<file path="config.mk">
export PLATFORM = sky130hd
export DESIGN_NAME = pdp1_iot_ctl
export DESIGN_NICKNAME = d
export VERILOG_FILES = /design/src/rtl/pdp1_iot_ctl.sv
export SDC_FILE = /design/constraint.sdc
export NUM_CORES = 1
export LEC_CHECK = 0
export ABC_CLOCK_PERIOD_IN_PS = 3800
export BUFFER_PORTS_ARGS = -buffer_cell sky130_fd_sc_hd__buf_2
export CAP_MARGIN = 25
export CORE_UTILIZATION = 54
export DETAILED_ROUTE_END_ITERATION = 6
export PLACE_DENSITY = 0.85
export REMOVE_ABC_BUFFERS = 1
export SYNTH_ARGS = -nofsm -noshare
export SYNTH_HDL_FRONTEND = slang
export SYNTH_SLANG_ARGS = --single-unit
</file>
<file path="constraint.sdc">
create_clock -name i_clk -period 3.8 [get_ports i_clk]
set_clock_uncertainty 0.1 [all_clocks]
set_input_delay 0.57 -clock i_clk [delete_from_list [all_inputs] [get_ports i_clk]]
set_output_delay 0.57 -clock i_clk [all_outputs]
set_load 0.02 [all_outputs]
</file>
<file path="src/rtl/pdp1_iot_ctl.sv">
// -----------------------------------------------------------------------------
// pdp1_iot_ctl
//
// CPU-side IOT sequencer. Accepts one IOT request from the CPU core,
// broadcasts it on the shared io_* bus for one attention cycle, optionally
// waits for a device completion pulse (bounded by TIMEOUT), then hands the
// resulting IO word back to the CPU. A no-wait IOT that asks for completion
// leaves a pending flag; the next stray device pulse turns into a one-cycle
// sequence-break strobe.
//
// Handshake (CPU side): i_req is a one-cycle strobe and is only honoured
// while the sequencer is idle; it is silently dropped otherwise (no ready
// signal; the CPU watches o_busy). Every accepted request produces exactly
// one o_done pulse unless i_rst intervenes. o_io and o_timeout are valid in
// the o_done cycle and hold until the next accepted request.
//
// Ports:
//   i_clk, i_rst     clock, synchronous active-high reset
//   i_req            one-cycle IOT request strobe
//   i_instr[0:17]    instruction word (bit 0 = MSB); opcode in [0:4]
//   i_io[0:17]       CPU IO register contents
//   i_rd             IOT returns device data into IO
//   o_busy           high while the IOT is being broadcast / awaited
//   o_done           one-cycle completion strobe
//   o_io[0:17]       resulting IO register value
//   o_timeout        wait aborted without a device pulse
//   o_brk            one-cycle deferred-completion (sequence break) strobe
//   io_att           device attention strobe
//   io_op[0:11]      latched instr[6:17]; device code in io_op[6:11]
//   io_sword[0:17]   data to devices (latched i_io)
//   io_pulse         wired-OR device completion pulse
//   io_rword[0:17]   device return data
//   dbg_state        current sequencer state (for checkers / debug)
// -----------------------------------------------------------------------------
module pdp1_iot_ctl #(
  parameter int TIMEOUT = 4096,
  parameter int TW      = 13
) (
  input  logic        i_clk,
  input  logic        i_rst,
  input  logic        i_req,
  input  logic [0:17] i_instr,
  input  logic [0:17] i_io,
  input  logic        i_rd,
  output logic        o_busy,
  output logic        o_done,
  output logic [0:17] o_io,
  output logic        o_timeout,
  output logic        o_brk,
  output logic        io_att,
  output logic [0:11] io_op,
  output logic [0:17] io_sword,
  input  logic        io_pulse,
  input  logic [0:17] io_rword,
  output logic [1:0]  dbg_state
);

  typedef enum logic [1:0] {
    S_IDLE = 2'd0,
    S_ATT  = 2'd1,
    S_WAIT = 2'd2,
    S_DONE = 2'd3
  } state_t;

  localparam logic [0:4]    IOT_OPCODE = 5'b11101;
  localparam logic [TW-1:0] CNT_LAST   = TW'(TIMEOUT - 1);
  localparam logic [TW-1:0] CNT_MAX    = TW'(TIMEOUT);

  state_t       state;
  logic [0:17]  lat_io;
  logic         lat_rd;
  logic         lat_w;
  logic [TW-1:0] cnt;

  // cpend: a no-wait IOT asked for completion and no device pulse has
  // answered it yet. own_cpend marks that the IOT currently in ATT/DONE is
  // the one that raised cpend, so its own broadcast cycles cannot answer it.
  logic         cpend;
  logic         own_cpend;

  logic         accept;
  logic         brk_fire;
  logic         cnt_expired;

  assign accept      = i_req && (state == S_IDLE) && (i_instr[0:4] == IOT_OPCODE);
  assign cnt_expired = (cnt >= CNT_LAST);

  // A pulse during WAIT belongs to the waiting IOT and never answers cpend.
  always_comb begin
    brk_fire = 1'b0;
    if (cpend && io_pulse) begin
      case (state)
        S_IDLE:         brk_fire = 1'b1;
        S_ATT, S_DONE:  brk_fire = !own_cpend;
        default:        brk_fire = 1'b0;
      endcase
    end
  end

  assign dbg_state = state;

  always_ff @(posedge i_clk) begin
    if (i_rst) begin
      state     <= S_IDLE;
      lat_io    <= '0;
      lat_rd    <= 1'b0;
      lat_w     <= 1'b0;
      cnt       <= '0;
      cpend     <= 1'b0;
      own_cpend <= 1'b0;
      o_busy    <= 1'b0;
      o_done    <= 1'b0;
      o_io      <= '0;
      o_timeout <= 1'b0;
      o_brk     <= 1'b0;
      io_att    <= 1'b0;
      io_op     <= '0;
      io_sword  <= '0;
    end else begin
      o_brk <= brk_fire;
      if (brk_fire) begin
        cpend <= 1'b0;
      end

      case (state)
        S_IDLE: begin
          o_done <= 1'b0;
          if (accept) begin
            state     <= S_ATT;
            io_att    <= 1'b1;
            o_busy    <= 1'b1;
            io_op     <= i_instr[6:17];
            io_sword  <= i_io;
            lat_io    <= i_io;
            lat_rd    <= i_rd;
            lat_w     <= i_instr[5];
            o_timeout <= 1'b0;
            if (!i_instr[5] && i_instr[6]) begin
              // Overrides the clear above when a break fires this cycle:
              // the new request restarts the pending completion.
              cpend     <= 1'b1;
              own_cpend <= !(cpend && !brk_fire);
            end else begin
              own_cpend <= 1'b0;
            end
          end
        end

        S_ATT: begin
          io_att <= 1'b0;
          if (lat_w) begin
            state <= S_WAIT;
            cnt   <= '0;
          end else begin
            // No-wait IOT: the device word is sampled in the ATT cycle.
            state  <= S_DONE;
            o_done <= 1'b1;
            o_busy <= 1'b0;
            o_io   <= lat_rd ? io_rword : lat_io;
          end
        end

        S_WAIT: begin
          if (io_pulse) begin
            // Pulse beats a simultaneous timeout.
            state  <= S_DONE;
            o_done <= 1'b1;
            o_busy <= 1'b0;
            o_io   <= lat_rd ? io_rword : lat_io;
          end else if (cnt_expired) begin
            state     <= S_DONE;
            o_done    <= 1'b1;
            o_busy    <= 1'b0;
            o_timeout <= 1'b1;
            o_io      <= lat_io;
          end else if (cnt < CNT_MAX) begin
            cnt <= cnt + TW'(1);
          end
        end

        S_DONE: begin
          state     <= S_IDLE;
          o_done    <= 1'b0;
          own_cpend <= 1'b0;
        end

        default: begin
          state <= S_IDLE;
        end
      endcase
    end
  end

endmodule

</file>
# Word level (Yosys, flattened, before mapping)
# Cells that the tools add are included.
dict set report op_classes {
  addsub 1
  order_cmp 2
  eq_ne 12
  mux 37
  reduce_logical 26
}
# operator count
set ops {}
lappend ops {{2-to-1 mux 18 bit} 4}
lappend ops {{2-to-1 mux 13 bit} 4}
lappend ops {{case mux 18 bit (2 select lines)} 1}
lappend ops {{case mux 13 bit (2 select lines)} 1}
lappend ops {{2-to-1 mux 1 bit} 17}
lappend ops {{inequality test 2 bit (second input constant)} 7}
lappend ops {{adder 13 x 1 -> 13 bit (second input constant)} 1}
lappend ops {{>= comparator 13 x 12 -> 1 bit (second input constant)} 1}
lappend ops {{less-than comparator 13 bit (second input constant)} 1}
lappend ops {{AND reduction 2 bit} 5}
lappend ops {{case mux 1 bit (2 select lines)} 4}
lappend ops {{case mux 2 bit (4 select lines)} 1}
lappend ops {{AND reduction 4 bit} 2}
lappend ops {{nonzero test 2 bit} 4}
lappend ops {{2-to-1 mux 2 bit} 3}
lappend ops {{case mux 1 bit (3 select lines)} 2}
lappend ops {{equality test 5 bit (second input constant)} 1}
lappend ops {{logical AND 1 bit} 5}
lappend ops {{AND reduction 5 bit} 1}
lappend ops {{equality test 2 bit (second input constant)} 2}
lappend ops {{zero test 1 bit} 4}
lappend ops {{OR reduction 2 bit} 2}
lappend ops {{inequality test 3 bit (second input constant)} 1}
lappend ops {{AND reduction 3 bit} 1}
lappend ops {{3 further kinds} 3}
dict set report word_totals {
  regBits 72
  input_bits 59
  wordCells 92
}

# Depth between registers and ports, before layout
# Gate-level depths: netlist (run 1).
dict set report logic_depth {
  word_depth 10
  ltp_mapped 9
  ltp_nobuf 6
}

# Worst setup path after synthesis (run 1)
# OpenSTA, ideal clock, no wires.
dict set report synth_path {
  path_type {register to register}
  start {reg state[0] (netlist: dbg_state[0])}
  end {reg o_io[12] (netlist name)}
  setup_ps 147
  arrival_time_ps 2151
  required_time_ps 3553
  path_slack_ps 1402
  stages_incl_launch_ff 10
  path_buffers 3
  period_less_slack_ps 2398
  path_cell_list {dfxtp_1 > inv_1 > ha_1 > clkbuf_1 > nand2b_1 > clkbuf_1 > nand2_1 > clkbuf_1 > a211oi_1 > a221oi_2}
}
dict set report synth_via {
  elab_chain_len 3
  word_cells_on_any_way 7
  cone_classes {eq/ne (4); mux (1); reduce/logical (2)}
}
# element line
set synth_lines {}
lappend synth_lines {{start: declaration} 69} ;# state_t state;
lappend synth_lines {{start signal: assignment} 104} ;# state <= S_IDLE;
lappend synth_lines {{start signal: assignment} 129} ;# state <= S_ATT;
lappend synth_lines {{start signal: assignment} 152} ;# state <= S_WAIT;
lappend synth_lines {{equality test 2 bit / equality test 2 x 1 -> 1 bit (equally long branches)} 125} ;# case (state)
lappend synth_lines {{inequality test 3 bit (no line), or another cell as far along} n/a}
lappend synth_lines {{AND reduction 3 bit (no line)} n/a}
lappend synth_lines {{end signal: assignment} 159} ;# o_io <= lat_rd ? io_rword : lat_io;
lappend synth_lines {{end signal: assignment} 169} ;# o_io <= lat_rd ? io_rword : lat_io;
lappend synth_lines {{end signal: assignment} 175} ;# o_io <= lat_io;
lappend synth_lines {{end: declaration} 47} ;# output logic [0:17] o_io,
# Several ways; a longest one is shown, not always the timed one.
# A chain may end at the register's enable or synchronous reset.

# Final worst setup path (run 1)
dict set report layout_path {
  start {reg state[0] (netlist: dbg_state[0])}
  end {reg o_io[0] (netlist name)}
}
# The elaborated chain is that of the path after synthesis.

==> results.txt, run 1 <==
----------------------------------------------------
[Clock network]
  Number of clock buffers inserted by TritonCTS ... 9
  Hold bufs inserted after CTS ... 0
  CTS tree ... done
  Count of cells resized by post-cts repair ... 0
  Number of clock sinks seen by CTS ... 72
  Worst-skew pair later-pin latency ... 0.34 ns
  Root buffer selected by CTS ... sky130_fd_sc_hd__clkbuf_8
  Clock-pin slew reported for the worst setup and hold paths after clock tree synthesis ... 0.09 ns
  Number of H-tree levels ... 3
  Post CTS Setup Buffer Count ... 0
  Max Root-Sink Buffers ... 2

[Floorplan]
  Die Footprint ... 6670 µm²
  I/O pins ... 114
  Row cnt ... 28
  Die outline height ... 81.7 µm
  DIE WIDTH ... 81.7 µm
  Total core area ... 6030 µm²
  Starting Density ... 56.9%

[Place]
  Worst setup timing slack at the placement stage ... 0.754 ns
  Post-Place Cells ... 567
  Placer congestion estimate ... 0.922
  Number of buffers inserted by port buffering ... 113
  Detailed placement HPWL ... 6.21 mm
  Post-detailed-placement cell area ... 4020 µm²

[Cells and area]
  Area taken by flip-flops and latches ... 1440 µm²
  Share of cells above drive strength 1 ... 30.3%
  Diode insertion count for antenna repair ... 0
  Area taken by multi-input logic gates ... 1750 µm²
  Post-route cell area ... 4240 µm²
  Post-route core utilization ... 70.3%
  Number of fillers in the final layout ... 480
  Count of placed standard cells in the final layout, fillers left out ... 583
  Post-layout net count ... 568
  Area delta synth->final ... 23.6%

[Outcome]
  Run status ... complete, no violations

[Synthesis]
  Register area share after synthesis ... 42.0%
  Synth async-reset ratio ... 0%
  Gate count of the mapped netlist ... 404
  Compound-gate portion of the synthesized area ... 25.3%
  Fraction of the mapped netlist area in simple logic gates ... 22.8%
  Post-synthesis cell type count ... 53
  Yosys warnings ... 0
  Top cells by area, synth ... sky130_fd_sc_hd__dfxtp_1, sky130_fd_sc_hd__nand2_1, sky130_fd_sc_hd__a21oi_1
  Summed instance area of the synthesized netlist ... 3430 µm²
  Top cell type's share of synthesized area ... 42.0%
  Syn avg cell area ... 8.49 µm²
  Main combinational cell family by area after synthesis ... compound AO/OA/AOI/OAI gates
  Number of synthesized register bits ... 72
  Most area-hungry cell type in the Yosys netlist ... sky130_fd_sc_hd__dfxtp_1
  Synthesized-area fraction occupied by xor and xnor cells ... 0%
  Mux share of post-synthesis cell area ... 0.657%
  EDFF count, synth ... 0
  Area share of fa/ha/maj cells after synthesis ... 2.19%
  Primary flip-flop cell chosen by synthesis mapping ... sky130_fd_sc_hd__dfxtp_1

[Critical path]
  Crit path capture type ... flop
  Critical Path Slowest Stage Cell ... sky130_fd_sc_hd__nand2b_1
  Crit path cell chain ... inv_1 -> ha_1 -> nand2b_1 -> nand2_1 -> a211oi_1 -> a221oi_1
  Arrival time worst endpoint ... 3.23 ns
  Critical path launch point type ... flop
  Critical path class ... reg -> reg
  Maximum fanout along the worst path ... 26
  Slowest stage delay, CP ... 0.72 ns
  Data required time at the worst endpoint ... 3.90 ns

[Routing]
  Average detailed-routed wire length per instance ... 15.4 µm
  Antenna Nets Post-Route ... 0
  Number of DRC markers after the initial detailed-route iteration ... 235
  Via count of the routed design ... 3,409
  Post-route DRC ... 0
  TritonRoute pass-1 iters ... 4
  Via-to-Cell Ratio ... 5.85
  Total routed wirelength ... 8.99 mm

[Global routing]
  Sum of overflow across all layers after global routing ... 0
  Pin count of the biggest net entering global routing ... 36
  Wire length of the first global-routing pass ... 14.1 mm
  Overall routing resource usage ... 27.3%
  Via count of the first global-routing pass ... 3,060
  Number of antenna violations at the first check in global routing ... 0

[Timing]
  Final TNS setup ... 0 ns
  Pins over their slew limit ... 0
  FMAX ... 319 MHz
  Post-route worst hold slack ... 0.344 ns
  Transition time at the pin with the least slew margin ... 0.896 ns
  Number of hold violations in the final report ... 0
  Clock period minus worst slack ... 3.13 ns
  Period Utilization, post-route ... 82.5%
  Worst rel slew slack ... 40.2%
  Number of setup violations in the final report ... 0
  RSZ-0062 raised after global routing ... no
  Crit path setup slack, layout ... 0.666 ns

[Power and ir drop]
  Design internal power ... 1.42 mW
  Switching power summed over all nets ... 723 µW
  Switching fraction of total power ... 33.8%
  Power share of the sequential group ... 41.2%
  Part of the total power dissipated in the clock network ... 31.4%
  Power share of the combinational group ... 27.4%
  Standby leakage power ... 1.80 nW
  Maximum vdd ir drop ... 0.000402 V
  Power per cell area ... 505 nW/µm²
  Pwr Total ... 2.14 mW

[Flow run]
  Max-cap violation count ... 0

[Worst hold path]
  Type of the tightest min-delay check ... in -> reg

----------------------------------------------------
path summary, 6_finish.rpt:
check	startpoint	endpoint	slack, ns	cells past startpoint
max	dbg_state[0]	o_io[0]	0.67	6
max reg2reg	dbg_state[0]	o_io[0]	0.67	6
min reg2reg	io_op[1]	io_op[1]	0.36	2
min	i_io[9]	lat_io[9]	0.34	3
power by group through the flow:
stage | Sequential [mW] | Combinational, mW | Clock (mW)
after floorplan | 0.987 | 0.288 | 0
after global routing | 0.890 | 0.639 | 0.714
after detailed placement | 0.897 | 0.581 | 0
after global placement | 0.894 | 0.562 | 0
after CTS | 0.880 | 0.585 | 0.678
final | 0.881 | 0.587 | 0.672
area by class of cell:
cell class / count / area share [%]
repair buffers: 118 / 14.7
well taps: 75 / 2.21
clock inverters: 6 / 2.16
multi-input cells: 273 / 41.3
inverters: 29 / 2.57
clock buffers: 10 / 3.01
flip-flops and latches: 72 / 34.0
flip-flops by register name (all words and copies together), names as in the netlist, 2 cells and up:
name / flops
cnt: 13
o_io: 18
io_op: 12
dbg_state: 2
lat_io: 18
cell families after synthesis:
group	after synthesis
multiplexers	2
AND/OR/NAND/NOR	152
buffers and inverters	59
adder cells (fa/ha/maj)	6
AO/OA/AOI/OAI	113
flip-flops	72
layer usage:
metal / part of all wire, % / routed length, µm / up-vias / GRT usage, %
met2: 50 / 4490 / 118 / 45.8
met5: 0 / 0 / - / 0
li1: - / - / 1664 / -
met3: 5.6 / 503 / 19 / 5.89
met4: 2.2 / 195 / 0 / 11.9
met1: 42 / 3800 / 1608 / 33.7
worst max-delay path: cells and delay by family, from the launching register on:
family | cells | cell delay, ns
adder cells (fa/ha/maj) | 1 | 0.43
flip-flops | 1 | 0.41
buffers and inverters | 1 | 0.12
AO/OA/AOI/OAI | 2 | 0.57
AND/OR/NAND/NOR | 2 | 1.35
cells in the mapped netlist (6+ instances only):
cell type,number
sky130_fd_sc_hd__nand2_1,84
sky130_fd_sc_hd__dfxtp_1,72
sky130_fd_sc_hd__a21oi_1,36
sky130_fd_sc_hd__inv_1,28
sky130_fd_sc_hd__clkbuf_1,25
sky130_fd_sc_hd__a211oi_1,19
sky130_fd_sc_hd__and3_1,18
sky130_fd_sc_hd__a221oi_1,10
sky130_fd_sc_hd__a221oi_2,9
sky130_fd_sc_hd__a31oi_1,9
sky130_fd_sc_hd__nand3_1,9
sky130_fd_sc_hd__or4_1,7
sky130_fd_sc_hd__ha_1,6
placed cells by master (no fill, tap or decap), types with 10 or more instances in the layout:
| master | count |
|---|---|
| sky130_fd_sc_hd__inv_1 | 28 |
| sky130_fd_sc_hd__and3_1 | 18 |
| sky130_fd_sc_hd__nand2_1 | 84 |
| sky130_fd_sc_hd__a221oi_1 | 10 |
| sky130_fd_sc_hd__buf_2 | 113 |
| sky130_fd_sc_hd__dfxtp_1 | 72 |
| sky130_fd_sc_hd__a211oi_1 | 19 |
| sky130_fd_sc_hd__a21oi_1 | 36 |
Power figures use the tool's default switching activity.
==> run 2: changes to the inputs <==
--- a/config.mk
+++ b/config.mk
@@ -5,12 +5,12 @@
 export SDC_FILE = /design/constraint.sdc
 export NUM_CORES = 1
 export LEC_CHECK = 0
-export ABC_CLOCK_PERIOD_IN_PS = 3800
+export ABC_CLOCK_PERIOD_IN_PS = 2750
 export BUFFER_PORTS_ARGS = -buffer_cell sky130_fd_sc_hd__buf_2
 export CAP_MARGIN = 25
-export CORE_UTILIZATION = 54
+export CORE_UTILIZATION = 46
 export DETAILED_ROUTE_END_ITERATION = 6
-export PLACE_DENSITY = 0.85
+export PLACE_DENSITY = 0.77
 export REMOVE_ABC_BUFFERS = 1
 export SYNTH_ARGS = -nofsm -noshare
 export SYNTH_HDL_FRONTEND = slang
==> constraint.sdc (replaced) <==
create_clock -name i_clk -period 2.75 [get_ports i_clk]
set_clock_uncertainty 0.1 [all_clocks]
set_input_delay 0.4125 -clock i_clk [delete_from_list [all_inputs] [get_ports i_clk]]
set_output_delay 0.4125 -clock i_clk [all_outputs]
set_load 0.02 [all_outputs]
==> run 2 against run 1 <==
First-iteration DRC count grew 11%. Clock power grew 40%. Die area grew 17%. Largest power group unchanged. Non-clock buffer count grew 5. Final cell count grew 5.0%. Critical endpoint is now o_io[10]. Design area grew 1.2%. Setup slack lost 0.31 ns. Global-route usage shrank 3.9 points. Count of clock-buffer cells in the layout is the same. Critical path depth shrank 1. Via count shrank 0.50%.
==> results.txt, run 2 (synthesis results as in run 1) <==
----------------------------------------------------
[Cells and area]
  Most common library cell in the layout ignoring fill and taps ... sky130_fd_sc_hd__buf_2
  Post-route core utilization ... 59.4%
  Diode insertion count for antenna repair ... 0
  Share of cells above drive strength 1 ... 31.0%
  Post-route cell area ... 4290 µm²
  Most frequent cells in the layout ... sky130_fd_sc_hd__buf_2, sky130_fd_sc_hd__nand2_1, sky130_fd_sc_hd__dfxtp_1
  Post-layout net count ... 573
  Number of fillers in the final layout ... 676
  Area delta synth->final ... 25.0%
  Registers with the most flip-flops ... lat_io (18), o_io (18), cnt (13)
  Count of placed standard cells in the final layout, fillers left out ... 612

[Global routing]
  Sum of overflow across all layers after global routing ... 0
  Pin count of the biggest net entering global routing ... 36
  Via count of the first global-routing pass ... 3,081
  Number of antenna violations at the first check in global routing ... 0
  Wire length of the first global-routing pass ... 14.2 mm
  Overall routing resource usage ... 23.5%

[Timing]
  Final TNS setup ... 0 ns
  Pins over their slew limit ... 0
  Number of setup violations in the final report ... 0
  Transition time at the pin with the least slew margin ... 0.758 ns
  Crit path setup slack, layout ... 0.361 ns
  Post-route worst hold slack ... 0.182 ns
  Period Utilization, post-route ... 86.9%
  Number of hold violations in the final report ... 0
  RSZ-0062 raised after global routing ... no
  FMAX ... 419 MHz
  Worst rel slew slack ... 49.0%
  Clock period minus worst slack ... 2.39 ns

[Floorplan]
  Total core area ... 7210 µm²
  I/O pins ... 114
  Die Footprint ... 7800 µm²
  Row cnt ... 31
  Die outline height ... 88.3 µm
  DIE WIDTH ... 88.3 µm
  Starting Density ... 47.5%

[Place]
  Post-detailed-placement cell area ... 4070 µm²
  Placer congestion estimate ... 1.02
  Number of buffers inserted by port buffering ... 113
  Detailed placement HPWL ... 6.20 mm
  Worst setup timing slack at the placement stage ... 0.390 ns
  Post-Place Cells ... 596

[Clock network]
  Post CTS Setup Buffer Count ... 0
  Clock-pin slew reported for the worst setup and hold paths after clock tree synthesis ... 0.08 ns
  CTS tree ... done
  Max Root-Sink Buffers ... 2
  Number of H-tree levels ... 3
  Worst-skew pair later-pin latency ... 0.36 ns
  Number of clock buffers inserted by TritonCTS ... 9
  Count of cells resized by post-cts repair ... 0
  Hold bufs inserted after CTS ... 0
  Root buffer selected by CTS ... sky130_fd_sc_hd__clkbuf_8
  Number of clock sinks seen by CTS ... 72

[Power and ir drop]
  Maximum vdd ir drop ... 0.000468 V
  Standby leakage power ... 1.80 nW
  Power per cell area ... 696 nW/µm²
  Pwr Total ... 2.98 mW

[Worst hold path]
  Hold-critical path depth ... 3
  Hold Path Origin ... i_instr[10]
  Destination of the worst hold path ... io_op[4]
  Type of the tightest min-delay check ... in -> reg

[Critical path]
  Critical path class ... reg -> reg
  Reg-to-reg critical path endpoint ... o_io[10]
  Minimum setup slack among reg-to-reg paths ... 0.36 ns
  Critical path launch point ... cnt[0]
  Arrival time worst endpoint ... 2.55 ns
  Slowest stage delay, CP ... 0.55 ns
  Critical path launch point type ... flop
  Maximum fanout along the worst path ... 19
  Crit path capture type ... flop
  Length in cells of the worst reg-to-reg path ... 5
  Critical Path Slowest Stage Cell ... sky130_fd_sc_hd__o41ai_4
  Data required time at the worst endpoint ... 2.91 ns
  Crit path cell chain ... ha_1 -> a21oi_1 -> o41ai_4 -> o211ai_4 -> a221oi_1
  Launch point of the worst reg-to-reg path ... cnt[0]

[Routing]
  Number of DRC markers after the initial detailed-route iteration ... 261
  Via count of the routed design ... 3,392
  TritonRoute pass-1 iters ... 4
  Via-to-Cell Ratio ... 5.54
  Total routed wirelength ... 9.04 mm
  Average detailed-routed wire length per instance ... 14.8 µm
  Post-route DRC ... 0
  Antenna Nets Post-Route ... 0

[Flow run]
  Max-cap violation count ... 0

[Outcome]
  Run status ... complete, no violations

----------------------------------------------------
run 2: area by class of cell:
class	instances	area, µm²	share of cell area, %
timing repair buffer	123	641	14.9
tap	99	124	2.89
multi-input combinational	273	1750	40.9
sequential	72	1440	33.6
clock buffer	10	128	2.98
inverter	29	109	2.54
clock inverter	6	92.6	2.16
run 2: worst max path at each step:
| stage | endpoint | slack (ns) | depth (start not counted) |
|---|---|---|---|
| after global placement | cnt[4] | 0.51 | 5 |
| after CTS | o_io[9] | 0.37 | 5 |
| after global routing | o_io[10] | 0.15 | 5 |
| after detailed placement | o_io[9] | 0.39 | 5 |
| final | o_io[10] | 0.36 | 5 |
| after floorplan | own_cpend | -0.32 | 6 |
run 2: layer usage:
metal  GRT usage (%)  up-vias  wire length [µm]
met3            5.50       20               492
met1            29.5     1589              4000
met4            10.6        0               182
met2            38.4      111              4360
li1                -     1672                 -
met5               0        -                 0
run 2: critical path: cells and delay by family, from the launching register on:
kind | cells | cell delay [ns]
compound gates | 4 | 1.41
flops | 1 | 0.45
fa+ha+maj | 1 | 0.32
run 2: where the power goes:
part	total, mW	internal [mW]	switching [mW]	leakage [nW]
registers	1.21	1.15	0.0576	0.582
logic	0.832	0.305	0.527	1.12
clock network	0.943	0.516	0.428	0.103
==> run 3: changes to the inputs <==
--- a/config.mk
+++ b/config.mk
@@ -8,9 +8,13 @@
 export ABC_CLOCK_PERIOD_IN_PS = 2750
 export BUFFER_PORTS_ARGS = -buffer_cell sky130_fd_sc_hd__buf_2
 export CAP_MARGIN = 25
-export CORE_UTILIZATION = 46
+export CELL_PAD_IN_SITES_DETAIL_PLACEMENT = 0
+export CELL_PAD_IN_SITES_GLOBAL_PLACEMENT = 1
+export CORE_MARGIN = 4
+export CORE_UTILIZATION = 33
 export DETAILED_ROUTE_END_ITERATION = 6
-export PLACE_DENSITY = 0.77
+export HOLD_SLACK_MARGIN = 0.02
+export PLACE_DENSITY_LB_ADDON = 0.1
 export REMOVE_ABC_BUFFERS = 1
 export SYNTH_ARGS = -nofsm -noshare
 export SYNTH_HDL_FRONTEND = slang
==> run 3 against run 2 <==
Routed wire length up 15%. Power grew 0.83%. Sequential power about the same. Sequential share of layout area is 0.62 points lower. Highest routed layer unchanged. Maximum frequency about the same. Flip-flop and latch count did not move.
==> results.txt, run 3 (synthesis results as in run 1) <==
----------------------------------------------------
[Power and ir drop]
  Maximum vdd ir drop ... 0.000280 V
  Standby leakage power ... 1.83 nW
  Power per cell area ... 689 nW/µm²

[Place]
  Placer congestion estimate ... 0.797
  Worst setup timing slack at the placement stage ... 0.344 ns
  Number of buffers inserted by port buffering ... 113
  Post-Place Cells ... 635
  Post-detailed-placement cell area ... 4150 µm²
  Detailed placement HPWL ... 7.02 mm

[Flow run]
  Max-cap violation count ... 0

[Routing]
  Post-route DRC ... 0
  Via-to-Cell Ratio ... 5.20
  Average detailed-routed wire length per instance ... 16.0 µm
  Via count of the routed design ... 3,386
  TritonRoute pass-1 iters ... 4
  Number of DRC markers after the initial detailed-route iteration ... 172
  Antenna Nets Post-Route ... 0
  Total routed wirelength ... 10.4 mm

[Cells and area]
  Count of placed standard cells in the final layout, fillers left out ... 651
  Most frequent cells in the layout ... sky130_fd_sc_hd__buf_2, sky130_fd_sc_hd__nand2_1, sky130_fd_sc_hd__dfxtp_1
  Registers with the most flip-flops ... lat_io (18), o_io (18), cnt (13)
  Diode insertion count for antenna repair ... 0
  Most common library cell in the layout ignoring fill and taps ... sky130_fd_sc_hd__buf_2
  Area delta synth->final ... 27.3%
  Post-layout net count ... 578
  Share of cells above drive strength 1 ... 31.7%
  Post-route cell area ... 4370 µm²

[Clock network]
  Hold bufs inserted after CTS ... 0
  Root buffer selected by CTS ... sky130_fd_sc_hd__clkbuf_8
  Number of clock sinks seen by CTS ... 72
  Count of cells resized by post-cts repair ... 0
  Number of H-tree levels ... 3
  Max Root-Sink Buffers ... 2
  Clock-pin slew reported for the worst setup and hold paths after clock tree synthesis ... 0.09 ns
  Worst-skew pair later-pin latency ... 0.35 ns
  Number of clock buffers inserted by TritonCTS ... 9
  Post CTS Setup Buffer Count ... 0
  CTS tree ... done

[Critical path]
  Crit path capture type ... flop
  Data required time at the worst endpoint ... 2.85 ns
  Critical path class ... reg -> reg
  Critical path launch point type ... flop
  Maximum fanout along the worst path ... 18
  Arrival time worst endpoint ... 2.49 ns

[Timing]
  FMAX ... 418 MHz
  Period Utilization, post-route ... 86.9%
  Clock period minus worst slack ... 2.39 ns
  Number of setup violations in the final report ... 0
  Transition time at the pin with the least slew margin ... 0.764 ns
  Pins over their slew limit ... 0
  Worst rel slew slack ... 48.8%
  Crit path setup slack, layout ... 0.360 ns
  Number of hold violations in the final report ... 0
  RSZ-0062 raised after global routing ... no

[Floorplan]
  DIE WIDTH ... 110 µm
  Row cnt ... 36
  Starting Density ... 34.5%
  Die Footprint ... 12,100 µm²
  Die outline height ... 110 µm
  I/O pins ... 114
  Total core area ... 9950 µm²

[Global routing]
  Overall routing resource usage ... 17.9%
  Via count of the first global-routing pass ... 3,317
  Wire length of the first global-routing pass ... 16.9 mm
  Number of antenna violations at the first check in global routing ... 0
  Sum of overflow across all layers after global routing ... 0
  Pin count of the biggest net entering global routing ... 53

[Outcome]
  Run status ... complete, no violations

[Worst hold path]
  Type of the tightest min-delay check ... in -> reg

----------------------------------------------------
==> run 3: cell count changes in the layout (fill, tap and decap cells not counted) <==
cell                    change
sky130_fd_sc_hd__buf_4      +5
==> run 3: layout make-up <==
cell class / count / area (µm²)
Clock buffer: 10 / 128
Clock inverter: 6 / 92.6
Fill cell: 1032 / 5590
Inverter: 29 / 109
Multi-Input combinational cell: 273 / 1750
Sequential cell: 72 / 1440
Tap cell: 133 / 166
Timing Repair Buffer: 128 / 678
==> run 3: path summary, 6_finish.rpt <==
path / start / end / slack, ns / cells after the start
setup / recovery: dbg_state[0] / o_io[12] / 0.36 / 6
hold / removal: i_io[9] / lat_io[9] / 0.19 / 3
setup reg to reg: dbg_state[0] / o_io[12] / 0.36 / 6
hold reg to reg: io_op[0] / io_op[0] / 0.36 / 2
==> run 3: stage by stage <==
stage / TNS, ns / hold slack [ns] / power (mW) / util [%]
floorplan: -8.64 / 0.341 / 1.76 / -
global placement: 0 / 0.339 / 2.09 / 41.7
detailed placement: 0 / 0.347 / 2.10 / 41.7
CTS: 0 / 0.171 / 3.06 / 43.9
global route: 0 / 0.172 / 3.20 / 43.9
finish: 0 / 0.189 / 3.01 / 43.9
==> run 3: where the power goes <==
part / total (mW) / leakage [nW] / switching (mW) / internal (mW)
clock: 0.943 / 0.103 / 0.427 / 0.516
sequential: 1.21 / 0.582 / 0.0570 / 1.15
combinational: 0.858 / 1.14 / 0.541 / 0.317
total: 3.01 / 1.83 / 1.02 / 1.98
==> run 3: metal layers <==
layer  GRT usage [%]  wire length [µm]  part of all wire [%]  vias to the layer above
met1            23.5              4780                    46                     1581
met3            5.28               794                   7.6                        9
met5               0                 0                     0                        -
met4            5.08                86                  0.82                        0
li1                -                 -                     -                     1690
met2            28.3              4780                    46                      106
==> run 3: critical path, cell delays in order, from the launching register on <==
cell,delay (ns)
sky130_fd_sc_hd__dfxtp_1,0.40
sky130_fd_sc_hd__inv_1,0.12
sky130_fd_sc_hd__ha_1,0.24
sky130_fd_sc_hd__nand2b_1,0.29
sky130_fd_sc_hd__nand2_1,0.54
sky130_fd_sc_hd__a211oi_1,0.46
sky130_fd_sc_hd__a221oi_2,0.09
